<file path="src/rtl/alu_pkg.sv">
// Shared constants for the ALU command sequencer.
// Holds the opcode map, FSM state encoding and datapath defaults.
package alu_pkg;

  localparam int DW_DEF  = 8;
  localparam int OPW_DEF = 4;

  localparam int OP_NOP    = 0;
  localparam int OP_LOAD_A = 1;
  localparam int OP_LOAD_B = 2;
  localparam int OP_ADD    = 3;

  localparam logic [1:0] ST_IDLE  = 2'd0;
  localparam logic [1:0] ST_ISSUE = 2'd1;
  localparam logic [1:0] ST_WAIT  = 2'd2;
  localparam logic [1:0] ST_HOLD  = 2'd3;

endpackage

</file>
<file path="src/rtl/alu_sequencer_cmd_fifo.sv">
// Command FIFO: DEPTH entries of W bits, first-word-fall-through head.
// Ports: i_clk, i_rst (sync, active-high), i_push/i_data, i_pop,
//        o_full, o_empty, o_head.
module cmd_fifo #(
  parameter int DEPTH = 4,
  parameter int W     = 12
) (
  input  logic         i_clk,
  input  logic         i_rst,
  input  logic         i_push,
  input  logic [W-1:0] i_data,
  input  logic         i_pop,
  output logic         o_full,
  output logic         o_empty,
  output logic [W-1:0] o_head
);

  localparam int AW = $clog2(DEPTH);

  logic [W-1:0]  r_mem [DEPTH];
  logic [AW-1:0] r_wp;
  logic [AW-1:0] r_rp;
  logic [AW:0]   r_cnt;
  logic          w_push;
  logic          w_pop;

  assign o_full  = (r_cnt == (AW+1)'(DEPTH));
  assign o_empty = (r_cnt == '0);
  assign o_head  = r_mem[r_rp];
  assign w_push  = i_push && !o_full;
  assign w_pop   = i_pop && !o_empty;

  always_ff @(posedge i_clk) begin
    if (w_push) r_mem[r_wp] <= i_data;
  end

  always_ff @(posedge i_clk) begin
    if (i_rst) begin
      r_wp  <= '0;
      r_rp  <= '0;
      r_cnt <= '0;
    end else begin
      if (w_push) r_wp <= r_wp + 1'b1;
      if (w_pop)  r_rp <= r_rp + 1'b1;
      unique case ({w_push, w_pop})
        2'b10:   r_cnt <= r_cnt + 1'b1;
        2'b01:   r_cnt <= r_cnt - 1'b1;
        default: r_cnt <= r_cnt;
      endcase
    end
  end

endmodule

</file>
<file path="src/rtl/alu_sequencer.sv">
// Command front-end for the ALU: buffers host commands, issues them
// on alu_inst/alu_in, and returns ADD results on a valid/ready port.
// Ports: clock, reset (sync, active-high); cmd_valid/ready/op/data in;
//        alu_inst/alu_in out, alu_ret in; res_valid/ready/data out;
//        cmd_err pulse on illegal opcode; busy.
module alu_sequencer
  import alu_pkg::*;
#(
  parameter int DEPTH = 4,
  parameter int DW    = DW_DEF,
  parameter int OPW   = OPW_DEF
) (
  input  logic           clock,
  input  logic           reset,
  input  logic           cmd_valid,
  output logic           cmd_ready,
  input  logic [OPW-1:0] cmd_op,
  input  logic [DW-1:0]  cmd_data,
  output logic [OPW-1:0] alu_inst,
  output logic [DW-1:0]  alu_in,
  input  logic [DW-1:0]  alu_ret,
  output logic           res_valid,
  input  logic           res_ready,
  output logic [DW-1:0]  res_data,
  output logic           cmd_err,
  output logic           busy
);

  localparam logic [OPW-1:0] C_NOP = OPW'(OP_NOP);
  localparam logic [OPW-1:0] C_ADD = OPW'(OP_ADD);

  logic [1:0]        r_state;
  logic [OPW-1:0]    r_inst;
  logic [DW-1:0]     r_in;
  logic              r_res_valid;
  logic [DW-1:0]     r_res_data;
  logic              r_err;

  logic              w_full;
  logic              w_empty;
  logic              w_push;
  logic              w_pop;
  logic [OPW+DW-1:0] w_head;
  logic [OPW-1:0]    w_op;
  logic [DW-1:0]     w_data;
  logic              w_legal;
  logic              w_go;

  assign w_push  = cmd_valid && !w_full;
  assign w_op    = w_head[OPW+DW-1:DW];
  assign w_data  = w_head[DW-1:0];
  assign w_legal = (w_op <= C_ADD);
  assign w_go    = w_legal && (w_op != C_NOP);

  // A pending ADD must drain through WAIT/HOLD before the next pop.
  assign w_pop = !w_empty &&
                 ((r_state == ST_IDLE) ||
                  ((r_state == ST_ISSUE) && (r_inst != C_ADD)));

  cmd_fifo #(
    .DEPTH (DEPTH),
    .W     (OPW + DW)
  ) u_fifo (
    .i_clk   (clock),
    .i_rst   (reset),
    .i_push  (w_push),
    .i_data  ({cmd_op, cmd_data}),
    .i_pop   (w_pop),
    .o_full  (w_full),
    .o_empty (w_empty),
    .o_head  (w_head)
  );

  always_ff @(posedge clock) begin
    if (reset) begin
      r_state     <= ST_IDLE;
      r_inst      <= '0;
      r_in        <= '0;
      r_res_valid <= 1'b0;
      r_res_data  <= '0;
      r_err       <= 1'b0;
    end else begin
      r_err <= 1'b0;
      unique case (r_state)
        ST_IDLE, ST_ISSUE: begin
          if (w_pop) begin
            if (w_go) begin
              r_inst  <= w_op;
              r_in    <= (w_op == C_ADD) ? '0 : w_data;
              r_state <= ST_ISSUE;
            end else begin
              r_inst  <= '0;
              r_in    <= '0;
              r_err   <= !w_legal;
              r_state <= ST_IDLE;
            end
          end else if ((r_state == ST_ISSUE) && (r_inst == C_ADD)) begin
            r_inst  <= '0;
            r_in    <= '0;
            r_state <= ST_WAIT;
          end else begin
            r_inst  <= '0;
            r_in    <= '0;
            r_state <= ST_IDLE;
          end
        end
        ST_WAIT: begin
          r_res_data  <= alu_ret;
          r_res_valid <= 1'b1;
          r_state     <= ST_HOLD;
        end
        default: begin
          if (r_res_valid && res_ready) begin
            r_res_valid <= 1'b0;
            r_state     <= ST_IDLE;
          end
        end
      endcase
    end
  end

  assign cmd_ready = !w_full;
  assign alu_inst  = r_inst;
  assign alu_in    = r_in;
  assign res_valid = r_res_valid;
  assign res_data  = r_res_data;
  assign cmd_err   = r_err;
  assign busy      = (r_state != ST_IDLE) || !w_empty;

endmodule

</file>
<file path="config.mk">
export PLATFORM = sky130hd
export DESIGN_NAME = alu_sequencer
export DESIGN_NICKNAME = d
export VERILOG_FILES = /design/src/rtl/alu_pkg.sv /design/src/rtl/alu_sequencer_cmd_fifo.sv /design/src/rtl/alu_sequencer.sv
export SDC_FILE = /design/constraint.sdc
export NUM_CORES = 1
export LEC_CHECK = 0
export ABC_AREA = 1
export BUFFER_PORTS_ARGS = -buffer_cell sky130_fd_sc_hd__buf_2
export CAP_MARGIN = 20
export CORE_MARGIN = 4
export CORE_UTILIZATION = 50
export CTS_CLUSTER_DIAMETER = 200
export CTS_CLUSTER_SIZE = 10
export DETAILED_ROUTE_END_ITERATION = 10
export PLACE_DENSITY = 0.76
export SYNTH_ARGS = -nofsm -noshare
export SYNTH_HDL_FRONTEND = slang
export SYNTH_SLANG_ARGS = --single-unit
</file>
<file path="constraint.sdc">
create_clock -name clock -period 1.8 [get_ports clock]
set_clock_uncertainty 0.1 [all_clocks]
set_input_delay 0.18 -clock clock [delete_from_list [all_inputs] [get_ports clock]]
set_output_delay 0.18 -clock clock [all_outputs]
set_load 0.01 [all_outputs]
</file>
==> results.yml, run 1 <==
run_status:
  status: "completed"
power:
  clockPowerShare_pct: 23.9
  net-switching-power_mw: 1.73
  p_int_mw: 3.50
  p_seq_share_pct: 44.2
  pwr-share-comb_pct: 31.8
  peakVddDrop_uv: 682
  leakagePower_nw: 1.71
  p_per_area_nw_per_um2: 1300
  p_total_mw: 5.23
  swShare_pct: 33.1
floorplanning:
  num_io_pins: 48
  die_area_um2: 7540
  num_rows: 28
  core_area_um2: 5990
  die_w_um: 86.8
  dieHeight_um: 86.8
  start_util_pct: 51.9
synth:
  yosys_warnings: 0
  yosys.area.top_type: "edfxtp_1"
  ys_types: 25
  synth_nets: 318
  syn_inst: 288
  synth_edf_count: 48
  synth_top_area_share_pct: 46.4
  avgSynthCellArea_um2: 10.8
  synth_area_um2: 3110
  yosys-top-cells-count: "edfxtp_1 (48), nor2_1 (47), nand2_1 (43), dfxtp_1 (33), o21ai_0 (33)"
  ys_seq_elements: 81
  synth_most_common_cell: "edfxtp_1"
  synthArstFlopShare_pct: 0
  ys_seq_area_share_pct: 67.7
  synthTopCellsByArea: "edfxtp_1 (46%), dfxtp_1 (21%), nor2_1 (5.7%)"
  synth-main-ff-cell: "edfxtp_1"
drt:
  vias: 2334
  wire_per_inst_um: 13.6
  post-route-drc-count: 0
  ant_nets: 0
  vias_per_cell: 5.06
  wl_mm: 6.25
  drtIter0Drc: 172
  drt_first_pass_iters: 4
sta:
  max-slew-margin-rel_pct: 71.2
  setup_tns_ps: 0
  worst_slew_pin_slew_ps: 432
  finalSetupViolations: 0
  min_period_ps: 1790
  fin_ws_ps: 13.1
  final_max_slew_viol_count: 0
  rsz0062_at_grt: "yes"
  finalHoldViolations: 0
  max_clock_freq_ghz: 0.560
  holdWs_ps: 142
  min_period_over_period_pct: 99.3
finish:
  final_core_util_pct: 67.0
  final-seq-area_um2: 2110
  final_net_count: 411
  stdcell_count: 461
  n_antenna_cell: 0
  design_area_um2: 4020
  multi_input_area_um2: 925
  drive_gt1_share_pct: 29.0
  area_delta_synth_final_pct: 29.3
  fillers: 451
critical_path:
  critPathCaptureType: "register"
  cpPeakStageDelay_ps: 360
  start_kind: "register"
  critPathSlowestCell: "fa_2"
  required_ps: 1940
  reg2reg_slack_ps: 10
  cp_max_fo: 2
  criticalPathCategory: "reg -> reg"
  crit_chain: "inv_2 -> buf_4 -> nand3_2 -> nand2_2 -> ha_4 -> fa_2 -> a21oi_2 -> o21ai_2 -> o21ai_1 -> a21oi_1"
  cp_data_arrival_time_ps: 1920
  crit_family: "adder cells"
  crit_buf_inv: 2
grt:
  antenna_found_initial: 0
  grt_max_degree: 18
  grt_pass1_wl_mm: 10.2
  grt_overflow_total: 0
  grt_pass1_vias: 2186
  grt_usage_pct: 17.7
clock_network:
  clk_pin_slew_ps: 80
  h-tree-depth: 3
  insertion_delay_ps: 340
  cts.path.max_buffers: 2
  cts_buffers: 9
  ctsRootBufferMaster: "clkbuf_8"
  cts_sinks: 81
  cts_tree: "yes"
run:
  cap_viol_max_count: 0
hold_path:
  min_path_type: "in -> reg"
place:
  dp.cells: 420
  place_ws_ps: -33.7
  dpl.hpwl_mm: 3.95
  globalplace.congestion: 0.797
  io_buffer_count: 47
  place_area_um2: 3550
final timing paths:
check / startpoint / to / cells past startpoint
worst max register to register: u_fifo.r_cnt[1] / u_fifo.r_cnt[2] / 10
worst min register to register: alu_in[6] / alu_in[6] / 2
worst min-delay path: reset / alu_inst[0] / 4
worst max-delay path: u_fifo.r_cnt[1] / u_fifo.r_cnt[2] / 10
tightest hold or removal path: stages:
cell	delay [ps]
buf_2	130
nor2_2	100
nand4_1	90
nand2_1	40
flip-flops by register name, summed over array words and instances, names as in the netlist, named ones only:
signal        flops
alu_in            8
alu_inst          4
cmd_err           1
r_state           2
res_data          8
res_valid         1
u_fifo.r_cnt      3
u_fifo.r_mem     48
u_fifo.r_rp       2
u_fifo.r_wp       2
metal layers:
layer	part of all wire (%)	GRT usage (%)
met3	6.3	4.56
met5	0	0
met2	48	28.6
met1	44	23.1
met4	1.3	6.37
layout by cell type, fill, tap and decap left out, types with 6 or more instances in the layout:
| master | instances |
|---|---|
| a21oi_1 | 7 |
| buf_2 | 47 |
| buf_4 | 21 |
| clkbuf_8 | 9 |
| dfxtp_1 | 28 |
| dlygate4sd3_1 | 22 |
| edfxtp_1 | 48 |
| inv_1 | 17 |
| inv_2 | 7 |
| nand2_1 | 41 |
| nand3_1 | 6 |
| nand4_1 | 10 |
| nor2_1 | 46 |
| o21ai_0 | 30 |
| o22ai_1 | 8 |
layout make-up:
class                           instances  area share, %
Inverter                               24           2.24
Clock inverter                          6           1.46
Clock buffer                           10           3.18
Tap cell                               75           2.34
Sequential cell                        81           52.5
Multi-Input combinational cell        175           23.0
Timing Repair Buffer                   90           15.3
power by group through the flow:
stage / sequential (mW) / clock (mW) / combinational, mW
floorplan: 2.35 / 0 / 0.991
global placement: 2.33 / 0 / 1.46
detailed placement: 2.34 / 0 / 1.50
CTS: 2.31 / 1.27 / 1.64
global route: 2.34 / 1.37 / 1.86
finish: 2.31 / 1.25 / 1.67
cells by family (layout without fill, tap and decap cells):
group           Yosys count  after routing  synth area share, %
buf+inv                  32            130                 4.35
flops                    81             81                 67.7
compound gates           51             51                 8.70
simple gates            118            118                 16.6
fa+ha+maj                 6              6                 2.66
repair_timing:
| item | 4_1_cts | 5_1_grt |
|---|---|---|
| setup buffers | 2 | 1 |
| hold endpoints to repair | 60 | 0 |
| pin swaps | 6 | 5 |
| setup endpoints to repair | 1 | 2 |
| gates resized for setup | 11 | 6 |
| hold buffers | 22 | 0 |
(Power assumes the default switching activity.)
==> inputs of run 2 (changes only) <==
--- a/config.mk
+++ b/config.mk
@@ -9,11 +9,11 @@
 export BUFFER_PORTS_ARGS = -buffer_cell sky130_fd_sc_hd__buf_2
 export CAP_MARGIN = 20
 export CORE_MARGIN = 4
-export CORE_UTILIZATION = 50
+export CORE_UTILIZATION = 45
 export CTS_CLUSTER_DIAMETER = 200
 export CTS_CLUSTER_SIZE = 10
 export DETAILED_ROUTE_END_ITERATION = 10
-export PLACE_DENSITY = 0.76
+export PLACE_DENSITY = 0.7
 export SYNTH_ARGS = -nofsm -noshare
 export SYNTH_HDL_FRONTEND = slang
 export SYNTH_SLANG_ARGS = --single-unit
==> run 2 against run 1 <==
  * The run now ends with negative setup slack left
  * Sequential share of layout area is 1.3 points lower
  * Critical endpoint unchanged
  * Worst setup slack worse by 41 ps
  * Die area is 10% higher
  * Fmax is 2.3% lower
  * Critical path depth stayed put
  * Routed wire length is 3.1% higher
  * Largest power group unchanged
==> results.yml, run 2 (synthesis gave the netlist of run 1 again) <==
run_status:
  status: "finished with violations"
  violations: "negative setup slack"
finish:
  design_area_um2: 4120
  final_common_cell: "edfxtp_1"
  top_register: "u_fifo.r_mem"
  final_net_count: 419
  area_delta_synth_final_pct: 32.6
  largest_register_ffs: 48
  fillers: 540
  layout_common_cells: "edfxtp_1 (48), buf_2 (47), nor2_1 (46)"
  n_antenna_cell: 0
  drive_gt1_share_pct: 30.5
sta:
  min_period_over_period_pct: 102
  worst_slew_pin_slew_ps: 404
  finalSetupViolations: 1
  max-slew-margin-rel_pct: 73.1
  holdWs_ps: 113
  finalHoldViolations: 0
  max_clock_freq_ghz: 0.547
  min_period_ps: 1830
  rsz0062_at_grt: "yes"
  final_max_slew_viol_count: 0
  fin_ws_ps: -28.2
critical_path:
  required_ps: 1950
  critPathCaptureType: "register"
  criticalPathCategory: "reg -> reg"
  cp_data_arrival_time_ps: 1980
  crit_chain: "inv_1 -> buf_4 -> nand3_2 -> nand2_2 -> ha_4 -> fa_2 -> a21oi_2 -> o21ai_2 -> o21ai_1 -> a21oi_1"
  start_kind: "register"
  cp_max_fo: 3
  cpPeakStageDelay_ps: 360
  critPathSlowestCell: "fa_2"
floorplanning:
  num_rows: 30
  die_area_um2: 8300
  start_util_pct: 46.0
  dieHeight_um: 91.1
  die_w_um: 91.1
  num_io_pins: 48
  core_area_um2: 6760
power:
  peakVddDrop_uv: 447
  net-switching-power_mw: 1.73
  pwr-share-comb_pct: 31.5
  clockPowerShare_pct: 26.0
  swShare_pct: 32.1
  p_seq_share_pct: 42.5
  leakagePower_nw: 1.77
  p_per_area_nw_per_um2: 1310
  p_int_mw: 3.67
grt:
  grt_pass1_vias: 2255
  grt_pass1_wl_mm: 10.4
  antenna_found_initial: 0
  grt_max_degree: 20
  grt_usage_pct: 15.9
  grt_overflow_total: 0
drt:
  vias: 2357
  wl_mm: 6.45
  post-route-drc-count: 0
  vias_per_cell: 4.97
  ant_nets: 0
  drt_first_pass_iters: 4
  wire_per_inst_um: 13.6
  drtIter0Drc: 124
clock_network:
  cts.path.max_buffers: 2
  cts_buffers: 9
  clk_pin_slew_ps: 90
  cts_tree: "yes"
  h-tree-depth: 3
  insertion_delay_ps: 350
  cts_sinks: 81
  ctsRootBufferMaster: "clkbuf_8"
place:
  dpl.hpwl_mm: 4.03
  io_buffer_count: 47
  globalplace.congestion: 0.755
  place_area_um2: 3540
hold_path:
  min_path_type: "in -> reg"
run:
  cap_viol_max_count: 0
run 2: cell count changes in the layout (fill, tap and decap cells not counted), moves of 2 or more:
cell / delta
inv_2: -2
inv_1: +2
clkinv_1: -2
clkbuf_16: +3
buf_4: +8
run 2: area by class of cell:
class	count	area [um2]	share of cell area (%)
clock buffer	14	216	5.25
clock inverter	2	11.3	0.273
inverter	24	90.1	2.19
multi-input combinational	175	921	22.4
sequential	81	2110	51.2
tap	80	100	2.43
timing repair buffer	98	673	16.3
run 2: power by group through the flow:
stage	Clock (mW)	Combinational, mW	Sequential (mW)
after CTS	1.43	1.67	2.29
after floorplan	0	0.991	2.35
after detailed placement	0	1.50	2.33
after global placement	0	1.44	2.32
after global routing	1.52	1.90	2.32
final	1.41	1.70	2.30
run 2: path summary, 6_finish.rpt:
path	startpoint	to	slack, ps	cells past startpoint
worst min register to register	alu_in[7]	alu_in[7]	350	2
worst min-delay path	reset	alu_inst[0]	110	4
worst max register to register	u_fifo.r_cnt[0]	u_fifo.r_cnt[2]	-30	10
worst max-delay path	u_fifo.r_cnt[0]	u_fifo.r_cnt[2]	-30	10
run 2: repair_timing:
action / CTS / global route
setup buffers: 11 / 2
endpoints found under the setup margin: 2 / 3
gates cloned: 0 / 0
resized for setup: 7 / 6
pin swaps: 7 / 7
endpoints found under the hold margin: 60 / 0
hold buffers: 22 / 0
run 2: routing by layer:
| layer | part of all wire, % | GRT usage [%] |
|---|---|---|
| met1 | 43 | 19.5 |
| met2 | 51 | 26.1 |
| met3 | 4.6 | 4.23 |
| met4 | 1.7 | 7.54 |
| met5 | 0 | 0 |
run 2: through the flow:
step                      power [mW]  util (%)  worst slack [ps]  TNS (ps)  cells
after floorplan                 3.34         -              25.6         0    288
after global placement          3.76      52.4              21.5         0    423
after detailed placement        3.83      52.4             -94.0      -102    423
after CTS                       5.39      60.6             -89.6     -89.6    472
after global routing            5.75      61.0              -108      -350    474
final                           5.40      61.0             -28.2     -28.2    474
run 2: critical path: cells and delay by family (launching register included):
kind                       cells  cell delay (ps)
AOI/OAI and AO/OA              4              440
DFF                            1              340
buffers and inverters          2              200
adders and majority gates      2              530
and+or+nand+nor                2              140
